### src/rtl/cpu_ctrl_pkg.sv
// Shared definitions for the CPU execution-pacing logic: FSM state encoding,
// display mode encoding and the default run-mode divide ratio.
package cpu_ctrl_pkg;

    localparam int unsigned RUN_DIV_DEFAULT = 50_000_000;
    localparam int unsigned MODE_W          = 2;

    typedef enum logic [MODE_W-1:0] {
        ST_IDLE  = 2'd0,
        ST_ARMED = 2'd1,
        ST_RUN   = 2'd2,
        ST_HALT  = 2'd3
    } state_t;

    typedef logic [MODE_W-1:0] mode_t;

    // The display mux shows the raw state code, so mode and state share an encoding.
    function automatic mode_t state_to_mode(input state_t st);
        return mode_t'(st);
    endfunction

endpackage

### src/rtl/cpu_step_ctrl_pulse_div.sv
// Modulo-RUN_DIV counter for run-mode pacing; tick is high for the one cycle
// the count sits at RUN_DIV-1 while enabled.
module pulse_div #(
    parameter int unsigned RUN_DIV = 4
) (
    input  logic clk,
    input  logic rst_n,
    input  logic clear,
    input  logic en,
    output logic tick
);

    localparam int unsigned DIV_W = (RUN_DIV > 1) ? $clog2(RUN_DIV) : 1;
    localparam logic [DIV_W-1:0] DIV_MAX = DIV_W'(RUN_DIV - 1);

    logic [DIV_W-1:0] cnt;

    always_ff @(posedge clk) begin
        if (!rst_n || clear) begin
            cnt <= '0;
        end else if (en) begin
            if (cnt == DIV_MAX) begin
                cnt <= '0;
            end else begin
                cnt <= cnt + 1'b1;
            end
        end
    end

    assign tick = en && (cnt == DIV_MAX);

endmodule

### src/rtl/cpu_step_ctrl.sv
// CPU clock-enable pacing: single-step on button press or free-run at RUN_DIV.
// Define CPU_STEP_CNT_EN to build the step_count counter; otherwise it reads 0.
module cpu_step_ctrl
    import cpu_ctrl_pkg::*;
#(
    parameter int unsigned RUN_DIV = RUN_DIV_DEFAULT,
    parameter int unsigned CNT_W   = 16
) (
    input  logic             clk,
    input  logic             rst_n,
    input  logic             step_btn,
    input  logic             run_sw,
    input  logic             halt,
    output logic             cpu_ce,
    output logic [1:0]       mode,
    output logic [CNT_W-1:0] step_count
);

    state_t state, state_nx;
    logic   btn_q;
    logic   rise;
    logic   trig;
    logic   run_active;
    logic   div_tick;

    assign rise = step_btn & ~btn_q;

    // Divider enable is kept outside the FSM block so tick -> trig is not a comb loop.
    assign run_active = (state == ST_RUN) && run_sw && !halt;

    pulse_div #(
        .RUN_DIV (RUN_DIV)
    ) u_div (
        .clk   (clk),
        .rst_n (rst_n),
        .clear (!run_active),
        .en    (run_active),
        .tick  (div_tick)
    );

    always_ff @(posedge clk) begin
        if (!rst_n) begin
            state  <= ST_IDLE;
            btn_q  <= 1'b0;
            cpu_ce <= 1'b0;
        end else begin
            state  <= state_nx;
            btn_q  <= step_btn;
            cpu_ce <= trig;
        end
    end

    always_comb begin
        state_nx = state;
        trig     = 1'b0;
        if (halt) begin
            state_nx = ST_HALT;
        end else begin
            unique case (state)
                ST_IDLE: begin
                    if (run_sw) begin
                        state_nx = ST_RUN;
                    end else if (rise) begin
                        state_nx = ST_ARMED;
                        trig     = 1'b1;
                    end
                end
                ST_ARMED: begin
                    if (!step_btn) begin
                        state_nx = ST_IDLE;
                    end
                end
                ST_RUN: begin
                    if (!run_sw) begin
                        state_nx = ST_IDLE;
                    end else begin
                        trig = div_tick;
                    end
                end
                ST_HALT: begin
                    state_nx = ST_HALT;
                end
                default: begin
                    state_nx = ST_IDLE;
                end
            endcase
        end
    end

    assign mode = state_to_mode(state);

`ifdef CPU_STEP_CNT_EN
    logic [CNT_W-1:0] cnt_q;

    always_ff @(posedge clk) begin
        if (!rst_n) begin
            cnt_q <= '0;
        end else if (trig) begin
            cnt_q <= cnt_q + 1'b1;
        end
    end

    assign step_count = cnt_q;
`else
    assign step_count = '0;
`endif

endmodule

### config.mk
export PLATFORM = sky130hd
export DESIGN_NAME = cpu_step_ctrl
export DESIGN_NICKNAME = d
export VERILOG_FILES = /design/src/rtl/cpu_ctrl_pkg.sv /design/src/rtl/cpu_step_ctrl_pulse_div.sv /design/src/rtl/cpu_step_ctrl.sv
export SDC_FILE = /design/constraint.sdc
export NUM_CORES = 1
export LEC_CHECK = 0
export ABC_AREA = 1
export CAP_MARGIN = 20
export CORE_ASPECT_RATIO = 0.75
export CORE_UTILIZATION = 54
export CTS_CLUSTER_SIZE = 24
export DETAILED_ROUTE_END_ITERATION = 12
export PLACE_DENSITY_LB_ADDON = 0.08
export SLEW_MARGIN = 20
export SYNTH_ARGS = -nofsm -noshare
export SYNTH_HDL_FRONTEND = slang
export SYNTH_SLANG_ARGS = --single-unit
### constraint.sdc
create_clock -name clk -period 2 [get_ports clk]
set_clock_uncertainty 0.2 [all_clocks]
set_input_delay 0.4 -clock clk [delete_from_list [all_inputs] [get_ports clk]]
set_output_delay 0.4 -clock clk [all_outputs]
set_load 0.005 [all_outputs]
==> reports/metrics.csv <==
metric,value,unit
Worst-path clk slew,0.06,ns
Final Routed Wirelength,3630,µm
Met3 Routed Length,244,µm
post-synthesis register bit count,30,
die height,51.6,µm
clk_lat worst skew,0.29,ns
DP HPWL,2730,µm
first drt pass iteration count,4,
Port Buffers,7,
"Period Utilization, post-route",93.9,%
total CTS buffers,5,
first-pass GRT wire length,6110,µm
starting density of the core,58.7,%
Unique masters post-synth,28,
finished layout cell area,0.00200,mm²
Slew Limit Fails,0,
IO Count,24,
CP Max Fanout,7,
worst setup margin,0.123,ns
row count,17,
RSZ-0062 raised after global routing,false,
Post-DRT Antenna Nets,0,
Final nets,300,
CP Capture Type,primary output,
Non-Filler Instances,333,
"Largest delay share family, worst path",buffers and inverters,
max incr delay on CP,0.55,ns
Clock Tree Buf Depth,2,
CP max-delay cell,clkdlybuf4s50_1,
postcts setup bufs,0,
PnR Total Power,1190,µW
# DRC,0,
top sig layer,met4,
Max Clk Rate,533,MHz
CP bufs+invs,1,
PwrDens,596,mW/mm²
Final Hold Fails,0,
Slew @ Worst Pin,0.522,ns
clock sinks,30,
Avg Synthesized Cell Area,6.59,µm²
fillcell total,274,
"Worst Path Class, Setup",reg2out,
Tmin final,1.88,ns
Global Route Usage Sum,24.9,%
setup violators final,0,
worst vdd ir,0.535,mV
share of the yosys chip area belonging to registers,33.9,%
normalized max-slew margin,64.9,%
RePlAce Congestion,0.874,
met1 WL,1940,µm
initial antenna violation count,0,
cells along the critical path,clkdlybuf4s50_1,
max-cap viol count,0,
Mapped Cells,269,
CTS tree,done,
share of layout cells above drive strength 1,14.2,%
P_leak,0.000760,µW
placed cell area,0.00191,mm²
Die Area,0.00352,mm²
WL met2,1380,µm
Root Buffer Master,clkbuf_8,
hold buffers post-CTS,0,
yosys warns,0,
die width,68.1,µm
DP Worst Slack,-0.116,ns
final cell utilization of the core,66.2,%
largest net degree at the start of global routing,14,
"Gates resized, CTS repair",0,
HP Class,reg2reg,
ANT cells,0,
CP startpoint kind,flip-flop,
Layout area overhead,12.9,%
worst endpoint required time,1.40,ns
vias per cell,4.88,
1st-iter DRT viols,75,
Critical Path AT,1.28,ns
placed cell count,325,
WL per Instance,10.9,µm
Post-Syn Area,0.00177,mm²
depth of the CTS H-tree,2,
vias in the first global route,1335,
grt ovf,0,
status,"complete, no violations",
core box area,0.00302,mm²
total number of vias,1626,
-- cells in the final DEF, fill, tap and decap left out, drive strengths merged --
master	count
buf	14
dfxtp	30
inv	32
nand3	19
a31oi	4
clkinv	1
nand4	7
conb	16
xor2	3
a21oi	8
nor3	6
ha	1
nand2	62
or2	2
o22ai	1
clkbuf	7
nand3b	2
o21ai	6
mux2	1
clkdlybuf4s50	7
nor2	64
xnor2	2
-- kinds of logic after synthesis --
kind of cell	share of synthesized area, %
adders and majority gates	0.706
DFF	33.9
AOI/OAI and AO/OA	5.93
muxes	0.636
buffers and inverters	14.8
xor gates and xnor gates	2.47
other	0.212
and+or+nand+nor	41.3
-- path summary, 6_finish.rpt --
kind	from	end	slack, ns	cells after the start
max reg2reg	u_div.cnt[0]$_SDFFE_PP0N_	u_div.cnt[12]$_SDFFE_PP0N_	0.29	8
min	u_div.cnt[0]$_SDFFE_PP0N_	u_div.cnt[0]$_SDFFE_PP0N_	0.24	1
max	mode[1]$_SDFFE_PN0P_	mode[1]	0.12	1
min reg2reg	u_div.cnt[0]$_SDFFE_PP0N_	u_div.cnt[0]$_SDFFE_PP0N_	0.24	1
-- area by class of cell --
type | instances | area (µm²) | area share, %
multi-input cells | 204 | 965 | 48.2
flip-flops and latches | 30 | 601 | 30.0
repair buffers | 21 | 175 | 8.76
inverters | 32 | 120 | 6.01
clock buffers | 7 | 86.3 | 4.32
well taps | 38 | 47.5 | 2.38
clock inverters | 1 | 5.00 | 0.250
-- cell usage after synthesis (all sizes together) --
library cell / n / share of area [%]
nand4: 7 / 2.5
or2: 2 / 0.71
inv: 32 / 6.8
ha: 1 / 0.71
conb: 1 / 0.21
a31oi: 4 / 1.4
xnor2: 2 / 0.99
nand3b: 2 / 0.85
o22ai: 1 / 0.35
nand2: 62 / 14
nand3: 19 / 5.6
o21ai: 6 / 1.7
buf: 18 / 8.1
nor2: 64 / 16
mux2: 1 / 0.64
xor2: 3 / 1.5
nor3: 6 / 1.7
dfxtp: 30 / 34
a21oi: 8 / 2.5
-- through the flow --
step | TNS (ns) | hold slack (ns)
after global routing | 0 | 0.272
after global placement | -1.04 | 0.231
after floorplan | 0 | 0.218
after detailed placement | -1.33 | 0.235
final | 0 | 0.243
after CTS | 0 | 0.249
-- state kept, by name (all words and copies together), names as in the netlist --
name and count:
u_div.cnt 26, mode 2, btn_q 1, cpu_ce 1
-- report_power, final --
group / leakage [µW] / total [µW] / switching [µW] / internal (µW)
sequential: 0.000242 / 610 / 6.81 / 603
clock: 0.0000482 / 507 / 230 / 277
combinational: 0.000469 / 74.5 / 39.7 / 34.9
-- metal layers --
| metal | vias up | GRT usage (%) |
|---|---|---|
| met5 | - | 0 |
| met4 | 0 | 14.6 |
| met3 | 4 | 6.58 |
| met2 | 53 | 32.5 |
| met1 | 706 | 35.7 |
| li1 | 863 | - |
No activity file was read; power rests on OpenSTA's default activity.
